File: config.mk
export PLATFORM = sky130hd
export DESIGN_NAME = spi_reg_ctrl
export DESIGN_NICKNAME = d
export VERILOG_FILES = /design/src/rtl/spi_reg_ctrl.sv
export SDC_FILE = /design/constraint.sdc
export NUM_CORES = 1
export LEC_CHECK = 0
export ABC_CLOCK_PERIOD_IN_PS = 3000
export CAP_MARGIN = 20
export CORE_MARGIN = 2
export CORE_UTILIZATION = 45
export CTS_CLUSTER_SIZE = 24
export DETAILED_ROUTE_END_ITERATION = 8
export PLACE_DENSITY = 0.79
export SYNTH_ARGS = -nofsm -noshare
export SYNTH_HDL_FRONTEND = slang
export SYNTH_SLANG_ARGS = --single-unit
File: constraint.sdc
create_clock -name clk -period 3 [get_ports clk]
set_clock_uncertainty 0.2 [all_clocks]
set_input_delay 0.45 -clock clk [delete_from_list [all_inputs] [get_ports clk]]
set_output_delay 0.45 -clock clk [all_outputs]
set_load 0.02 [all_outputs]
File: src/rtl/spi_reg_ctrl.sv
// SPI mode-0 target that writes five 8-bit PWM configuration registers from 16-bit frames.
// Optional readback of the registers on cipo is enabled by defining SPI_READBACK_EN.
//
// state  | meaning
// IDLE   | waiting for ncs to fall; sclk activity ignored
// SHIFT  | frame in progress, sampling copi on sclk rising edges
// COMMIT | one clk to validate the frame and update the addressed register
module spi_reg_ctrl #(
  parameter int         SYNC_STAGES = 2,
  parameter logic [6:0] MAX_ADDR    = 7'h04
) (
  input  logic       clk,
  input  logic       rst_n,
  input  logic       sclk,
  input  logic       copi,
  input  logic       ncs,
  output logic [7:0] en_reg_out_7_0,
  output logic [7:0] en_reg_out_15_8,
  output logic [7:0] en_reg_pwm_7_0,
  output logic [7:0] en_reg_pwm_15_8,
  output logic [7:0] pwm_duty_cycle,
  output logic       wr_pulse,
  output logic       frame_err,
  output logic       cipo
);

  typedef enum logic [1:0] {IDLE, SHIFT, COMMIT} state_t;

  state_t                 state;
  logic [SYNC_STAGES-1:0] sclk_sync, copi_sync, ncs_sync;
  logic                   sclk_d, ncs_d;
  logic                   sclk_s, copi_s, ncs_s;
  logic                   sclk_rise, ncs_rise, ncs_fall;
  logic [15:0]            shift_reg;
  logic [4:0]             bit_cnt;
  logic [6:0]             frame_addr;

  // ncs chain resets high so a low ncs at reset release looks like a frame start
  always_ff @(posedge clk or negedge rst_n) begin
    if (!rst_n) begin
      sclk_sync <= '0;
      copi_sync <= '0;
      ncs_sync  <= '1;
      sclk_d    <= 1'b0;
      ncs_d     <= 1'b1;
    end else begin
      sclk_sync <= {sclk_sync[SYNC_STAGES-2:0], sclk};
      copi_sync <= {copi_sync[SYNC_STAGES-2:0], copi};
      ncs_sync  <= {ncs_sync[SYNC_STAGES-2:0], ncs};
      sclk_d    <= sclk_sync[SYNC_STAGES-1];
      ncs_d     <= ncs_sync[SYNC_STAGES-1];
    end
  end

  assign sclk_s     = sclk_sync[SYNC_STAGES-1];
  assign copi_s     = copi_sync[SYNC_STAGES-1];
  assign ncs_s      = ncs_sync[SYNC_STAGES-1];
  assign sclk_rise  = sclk_s & ~sclk_d;
  assign ncs_rise   = ncs_s & ~ncs_d;
  assign ncs_fall   = ~ncs_s & ncs_d;
  assign frame_addr = shift_reg[14:8];

  always_ff @(posedge clk or negedge rst_n) begin
    if (!rst_n) begin
      state           <= IDLE;
      shift_reg       <= '0;
      bit_cnt         <= '0;
      en_reg_out_7_0  <= '0;
      en_reg_out_15_8 <= '0;
      en_reg_pwm_7_0  <= '0;
      en_reg_pwm_15_8 <= '0;
      pwm_duty_cycle  <= '0;
      wr_pulse        <= 1'b0;
      frame_err       <= 1'b0;
    end else begin
      wr_pulse  <= 1'b0;
      frame_err <= 1'b0;
      case (state)
        IDLE: begin
          if (ncs_fall) begin
            shift_reg <= '0;
            bit_cnt   <= '0;
            state     <= SHIFT;
          end
        end
        SHIFT: begin
          if (ncs_rise) begin
            state <= COMMIT;
          end else if (sclk_rise) begin
            // 17 marks an over-long frame; the first 16 bits are kept
            if (bit_cnt < 5'd16) begin
              shift_reg <= {shift_reg[14:0], copi_s};
              bit_cnt   <= bit_cnt + 5'd1;
            end else begin
              bit_cnt <= 5'd17;
            end
          end
        end
        COMMIT: begin
          if (bit_cnt != 5'd16) begin
            frame_err <= 1'b1;
          end else if (shift_reg[15] && frame_addr <= MAX_ADDR) begin
            wr_pulse <= 1'b1;
            case (frame_addr)
              7'h00:   en_reg_out_7_0  <= shift_reg[7:0];
              7'h01:   en_reg_out_15_8 <= shift_reg[7:0];
              7'h02:   en_reg_pwm_7_0  <= shift_reg[7:0];
              7'h03:   en_reg_pwm_15_8 <= shift_reg[7:0];
              7'h04:   pwm_duty_cycle  <= shift_reg[7:0];
              default: ;
            endcase
          end
          if (ncs_fall) begin
            shift_reg <= '0;
            bit_cnt   <= '0;
            state     <= SHIFT;
          end else begin
            state <= IDLE;
          end
        end
        default: state <= IDLE;
      endcase
    end
  end

`ifdef SPI_READBACK_EN
  logic       sclk_fall;
  logic [6:0] rd_addr;
  logic [7:0] rd_data;
  logic [7:0] tx_reg;

  assign sclk_fall = ~sclk_s & sclk_d;
  // address as it will stand once the 8th bit is shifted in
  assign rd_addr   = {shift_reg[5:0], copi_s};

  always_comb begin
    rd_data = 8'h00;
    if (rd_addr <= MAX_ADDR) begin
      case (rd_addr)
        7'h00:   rd_data = en_reg_out_7_0;
        7'h01:   rd_data = en_reg_out_15_8;
        7'h02:   rd_data = en_reg_pwm_7_0;
        7'h03:   rd_data = en_reg_pwm_15_8;
        7'h04:   rd_data = pwm_duty_cycle;
        default: rd_data = 8'h00;
      endcase
    end
  end

  always_ff @(posedge clk or negedge rst_n) begin
    if (!rst_n) begin
      tx_reg <= '0;
      cipo   <= 1'b0;
    end else if (ncs_s || ncs_fall) begin
      tx_reg <= '0;
      cipo   <= 1'b0;
    end else if (state == SHIFT) begin
      if (sclk_rise && bit_cnt == 5'd7 && !shift_reg[6]) begin
        tx_reg <= rd_data;
      end else if (sclk_fall) begin
        cipo   <= tx_reg[7];
        tx_reg <= {tx_reg[6:0], 1'b0};
      end
    end
  end
`else
  assign cipo = 1'b0;
`endif

endmodule

==> impl_metrics.ini, run 1 <==
[worst_setup_path]
cpPeakStageDelay_ps = 440
crit_buf_inv = 1
ff2ff_path_depth = 5
rr_endpoint = en_reg_pwm_15_8[0]
start_kind = flip-flop
critPathKind = flip-flop to flip-flop
critPathArrivalTime_ps = 2220
critPathTopFamily = simple AND/OR/NAND/NOR gates
r2r_slack_ps = 810
r2r-start = bit_cnt[0]
path_cells = inv_1 > ha_1 > nor3b_2 > nand4_2 > mux2_2
crit_path_end_kind = flip-flop
cp_max_fo = 8
cp.required_ps = 3030
critPathSlowestCell = dfrtp_1

[die]
start_util_pct = 45.8
die_w_um = 84.0
die_area_um2 = 7050
num_rows = 29
coreArea_um2 = 6280
io_pins = 48
die_y_um = 84.0

[logic_synthesis]
synth_top_family_by_area = multiplexers
synth_top_cell_area_share_pct = 60.9
synth.area.top_cells = dfrtp_1, mux2_2, a22o_1, dfstp_2, nand4_2
syn_nets = 196
ys_warn_count = 0
ys_seq_area_share_pct = 63.6
ys_seq_elements = 73
synthFlopType = dfrtp_1
synth_area_um2 = 2880
synth_xor_area_share_pct = 0
synth_fa_ha_area_share_pct = 0.870
synth_area_per_cell_um2 = 15.2
yosys.area.top_type = dfrtp_1
synth_compound_area_share_pct = 7.52
synth-simple-area-share_pct = 9.78
synthMuxAreaShare_pct = 16.3
synthCells = 189
yosysUniqueCellTypes = 36
synth-async-reset-ratio_pct = 100
synth_edf_count = 0

[final_layout]
final_cells = 329
largest_register_ffs = 16
regArea_um2 = 1830
layout_commonest_cell = dfrtp_1
fillers = 522
fin_nets = 254
n_antenna_cell = 0
multi_input_area_um2 = 997
areaGrowthSynthToFinish_pct = 26.0
final_cell_mix = dfrtp_1, clkdlybuf4s50_1, mux2_2, a22o_1, clkbuf_8
final_area_um2 = 3630
layout-drive-gt1-share_pct = 29.0

[clock_network]
cts_resized = 0
cts_tree = yes
cts_buffers = 9
path_clk_slew_ps = 70
htreeDepth = 3
cts_buffer_depth = 2
clock-root-buffer = clkbuf_8
clock_latency_ps = 350
cts.sinks = 73

[drt]
post-route-drc-count = 0
routedWlPerCell_um = 16.7
detailedRoute.firstPassIterationCount = 4
vias = 1817
vias_per_cell = 5.52
totalWireLength_mm = 5.50
antenna_left = 0
drt_iter0_drc = 161

[sta]
finalCritPeriodShare_pct = 73.1
grt_setup_unrepaired = no
whs_ps = 152
drv_slew = 0
max_freq_ghz = 0.456
setup_viol = 0
fin_setup_tns_ps = 0
hold_viol = 0
finalCriticalPeriod_ps = 2190

[power]
power_density_nw_per_um2 = 516
p_leak_nw = 1.75
vdd_drop_max_uv = 329

[global_route]
grtUsageMet2_pct = 24.4
antenna_found_initial = 0
grt_pass1_vias = 1809
use_met3_pct = 4.55
met1_usage_pct = 24.3
busiest_layer = met2
grt_overflow_total = 0
grt_first_pass_wirelength_mm = 9.30
grt_usage_pct = 17.2
grt_max_degree = 39

[hold_path]
hp-class = flip-flop to flip-flop
worstHoldStart = copi_sync[0]
min_to = copi_sync[1]
hold_depth = 0

[placed_design]
place_area_um2 = 3440
place_congestion = 0.779
portBuffers = 46
dp_cells = 312
hpwl_mm = 3.63

[flow_run]
cap_violations = 0

[status]
status = completed
report_power, final:
| group | leakage, nW | internal, mW | switching (mW) |
|---|---|---|---|
| Combinational | 0.663 | 0.0486 | 0.0756 |
| Sequential | 0.993 | 1.01 | 0.0365 |
| Clock | 0.0928 | 0.345 | 0.354 |
routing by layer:
metal  wire length, um  up-vias  share of wire (%)
met5                 0        -                  0
met1              2470      929                 45
met4               108        0                2.0
met2              2580       63                 47
li1                  -      816                  -
met3               337        9                6.1
per-stage QoR:
step                utilization (%)  power, mW  setup slack [ps]
floorplan                         -       1.14              1140
global placement               54.7       1.18               838
detailed placement             54.7       1.19               788
CTS                            57.8       1.89               781
global route                   57.8       1.96               660
finish                         57.8       1.87               807
logic make-up (layout without fill, tap and decap cells):
group / after synthesis / count (layout)
AOI/OAI and AO/OA: 28 / 28
adders and majority gates: 2 / 2
buffers and inverters: 10 / 73
DFF: 73 / 73
muxes: 42 / 42
other: 1 / 1
and+or+nand+nor: 33 / 33
cell usage after synthesis (all sizes together), types with 3 or more instances:
library cell	n
nand3	5
a22o	16
dfrtp	70
dfstp	3
o21ai	3
inv	5
a21oi	3
buf	4
nor3b	4
a31oi	3
nand2b	4
nand4	6
nor3	3
mux2	40
worst reg2reg max path, cell delays in order (launching register included):
cell     delay [ps]
dfrtp_1         440
inv_1            80
ha_1            120
nor3b_2         400
nand4_2         420
mux2_2          410
repair_timing:
item / in CTS / in global routing
hold buffers: 1 / 0
hold endpoints to repair: 70 / 0
setup endpoints to repair: 0 / 0
setup buffers: 0 / 0
area by class of cell:
type,count,area share (%)
clock buffers,12,4.28
clock inverters,4,0.724
inverters,5,0.517
multi-input cells,106,27.5
flip-flops and latches,73,50.5
well taps,77,2.66
repair buffers,52,13.9
worst max-delay path by stage:
stage | start | end | slack [ps] | depth (start not counted)
after global placement | bit_cnt[0] | en_reg_pwm_15_8[1] | 840 | 5
after detailed placement | bit_cnt[0] | en_reg_pwm_15_8[0] | 790 | 5
after global routing | bit_cnt[0] | en_reg_pwm_7_0[5] | 660 | 5
after CTS | bit_cnt[0] | en_reg_pwm_15_8[0] | 780 | 5
after floorplan | bit_cnt[0] | en_reg_out_15_8[0] | 1140 | 5
final | bit_cnt[0] | en_reg_pwm_15_8[0] | 810 | 5
(Power assumes the default switching activity.)
==> run 2: changes to the inputs <==
Settings changed: ABC_CLOCK_PERIOD_IN_PS 3000 to 1950, PLACE_DENSITY 0.79 to 0.82.
Clock period 3 ns to 1.95 ns, I/O delays scaled along.
==> run 2 against run 1 <==
  * Clock power is 69% higher
  * Register-to-register slack worse by 720 ps
  * Via count is 4.8% higher
  * Global-route usage is 1.5 points higher
  * Non-clock buffer count is 12 higher
  * Critical path depth is 4 lower
  * Routed wire length is 8.3% higher
  * Critical endpoint is now en_reg_out_15_8[0]
  * Worst setup slack worse by 720 ps
  * Clock-buffer cell count is 2 higher
  * Cell count is 3.6% higher
==> impl_metrics.ini, run 2 (synthesized netlist as in run 1, its figures left out) <==
[worst_setup_path]
cp_max_fo = 2
critPathTopFamily = buffers and inverters
critPathArrivalTime_ps = 1370
ff2ff_path_depth = 5
start_kind = flip-flop
crit_buf_inv = 1
critPathSlowestCell = clkdlybuf4s50_1
worst-path-stages = 1
crit_path_end_kind = primary output
cpPeakStageDelay_ps = 620
rr_endpoint = en_reg_pwm_7_0[2]
worstSetupStartpoint = en_reg_out_15_8[0]
critPathKind = flip-flop to primary output
r2r_slack_ps = 90
cp.required_ps = 1460
path_cells = clkdlybuf4s50_1
r2r-start = shift_reg[13]
critical_path.endpoint = en_reg_out_15_8[0]

[global_route]
antenna_found_initial = 0
grt_first_pass_wirelength_mm = 10.0
grt_usage_pct = 18.7
grt_pass1_vias = 2002
grt_overflow_total = 0
grt_max_degree = 30

[sta]
max_freq_ghz = 0.538
worst_pin_slew_ps = 657
drv_slew = 0
max_slew_margin_pct = 56.0
hold_viol = 0
setup_viol = 0
finalCritPeriodShare_pct = 95.3
setup_ws_ps = 90.9
fin_setup_tns_ps = 0
finalCriticalPeriod_ps = 1860
whs_ps = 152
grt_setup_unrepaired = no

[die]
coreArea_um2 = 6280
num_rows = 29
die_y_um = 84.0
die_area_um2 = 7050
io_pins = 48
die_w_um = 84.0
start_util_pct = 45.8

[drt]
vias_per_cell = 5.58
vias = 1904
totalWireLength_mm = 5.95
antenna_left = 0
post-route-drc-count = 0
routedWlPerCell_um = 17.5
drt_iter0_drc = 121
detailedRoute.firstPassIterationCount = 4

[power]
combPwrFrac_pct = 10.1
p_leak_nw = 1.81
vdd_drop_max_uv = 717
switching_power_mw = 0.724
power_density_nw_per_um2 = 810
power_frac_clock_pct = 38.2
p_sw_share_pct = 23.4
p_int_mw = 2.36
p_seq_share_pct = 51.8

[clock_network]
cts_tree = yes
path_clk_slew_ps = 70
clock-root-buffer = clkbuf_8
htreeDepth = 3
cts_buffer_depth = 2
cts.sinks = 73
clock_latency_ps = 340
cts_buffers = 9

[placed_design]
portBuffers = 46
dpl_worst_slack_ps = -180
hpwl_mm = 4.01
place_congestion = 0.806

[final_layout]
layout-drive-gt1-share_pct = 33.0
layout_commonest_cell = dfrtp_1
final_cell_mix = dfrtp_1, clkdlybuf4s50_1, mux2_2, a22o_1, buf_4
areaGrowthSynthToFinish_pct = 32.4
fin_nets = 266
n_antenna_cell = 0
utilization_pct = 60.7
largest_register_ffs = 16

[flow_run]
cap_violations = 0

[status]
status = completed

[hold_path]
hp-class = flip-flop to flip-flop
[run 2: changes by cell type in the layout (fill, tap and decap cells not counted), sizes merged]
cell / before / now
clkbuf: 12 / 14
inv: 6 / 5
clkinv: 2 / 0
buf: 6 / 18
bufinv: 0 / 1
[run 2: cell type report]
| type | count | area (um^2) |
|---|---|---|
| fillers | 480 | 2470 |
| flip-flops and latches | 73 | 1830 |
| multi-input cells | 106 | 1040 |
| inverters | 5 | 18.8 |
| well taps | 77 | 96.3 |
| repair buffers | 64 | 622 |
| clock inverters | 2 | 37.5 |
| clock buffers | 14 | 163 |
[run 2: worst register-to-register path, stage by stage, from the launching register on]
cell	delay, ps
dfrtp_1	410
nor4bb_2	300
buf_4	220
nand4_2	130
buf_4	200
mux2_2	280
[run 2: stage by stage]
step	power [mW]	cells	area (um^2)
finish	3.09	341	3810
CTS	3.09	341	3790
floorplan	1.75	189	2880
global placement	1.85	322	3540
global route	3.21	341	3810
detailed placement	1.87	322	3540
[run 2: how the worst min path moves through the flow]
| stage | startpoint | to | slack, ps | depth (start not counted) |
|---|---|---|---|---|
| floorplan | rst_n | bit_cnt[0] | -200 | 0 |
| global placement | rst_n | wr_pulse | 120 | 1 |
| detailed placement | rst_n | wr_pulse | 120 | 1 |
| CTS | ncs | ncs_sync[0] | 150 | 1 |
| global route | ncs | ncs_sync[0] | 160 | 1 |
| finish | copi_sync[0] | copi_sync[1] | 150 | 0 |
[run 2: what timing repair did]
action,in CTS,in global routing
hold endpoints to repair,20,0
gates resized for setup,4,5
hold buffers,1,0
buffers inserted,2,0
setup endpoints to repair,44,20
[run 2: per-layer routing]
layer	up-vias	global-route usage (%)	part of all wire, %
li1	843	-	-
met1	986	25.4	44
met2	62	28.4	48
met3	13	4.06	5.9
met4	0	9.53	2.4
met5	-	0	0
[run 2: power by group through the flow]
stage          sequential [mW]  clock (mW)  combinational, mW
2_1_floorplan             1.62           0              0.133
3_3_place_gp              1.62           0              0.231
3_5_place_dp              1.62           0              0.242
4_1_cts                   1.60        1.20              0.295
5_1_grt                   1.60        1.26              0.337
6_report                  1.60        1.18              0.311
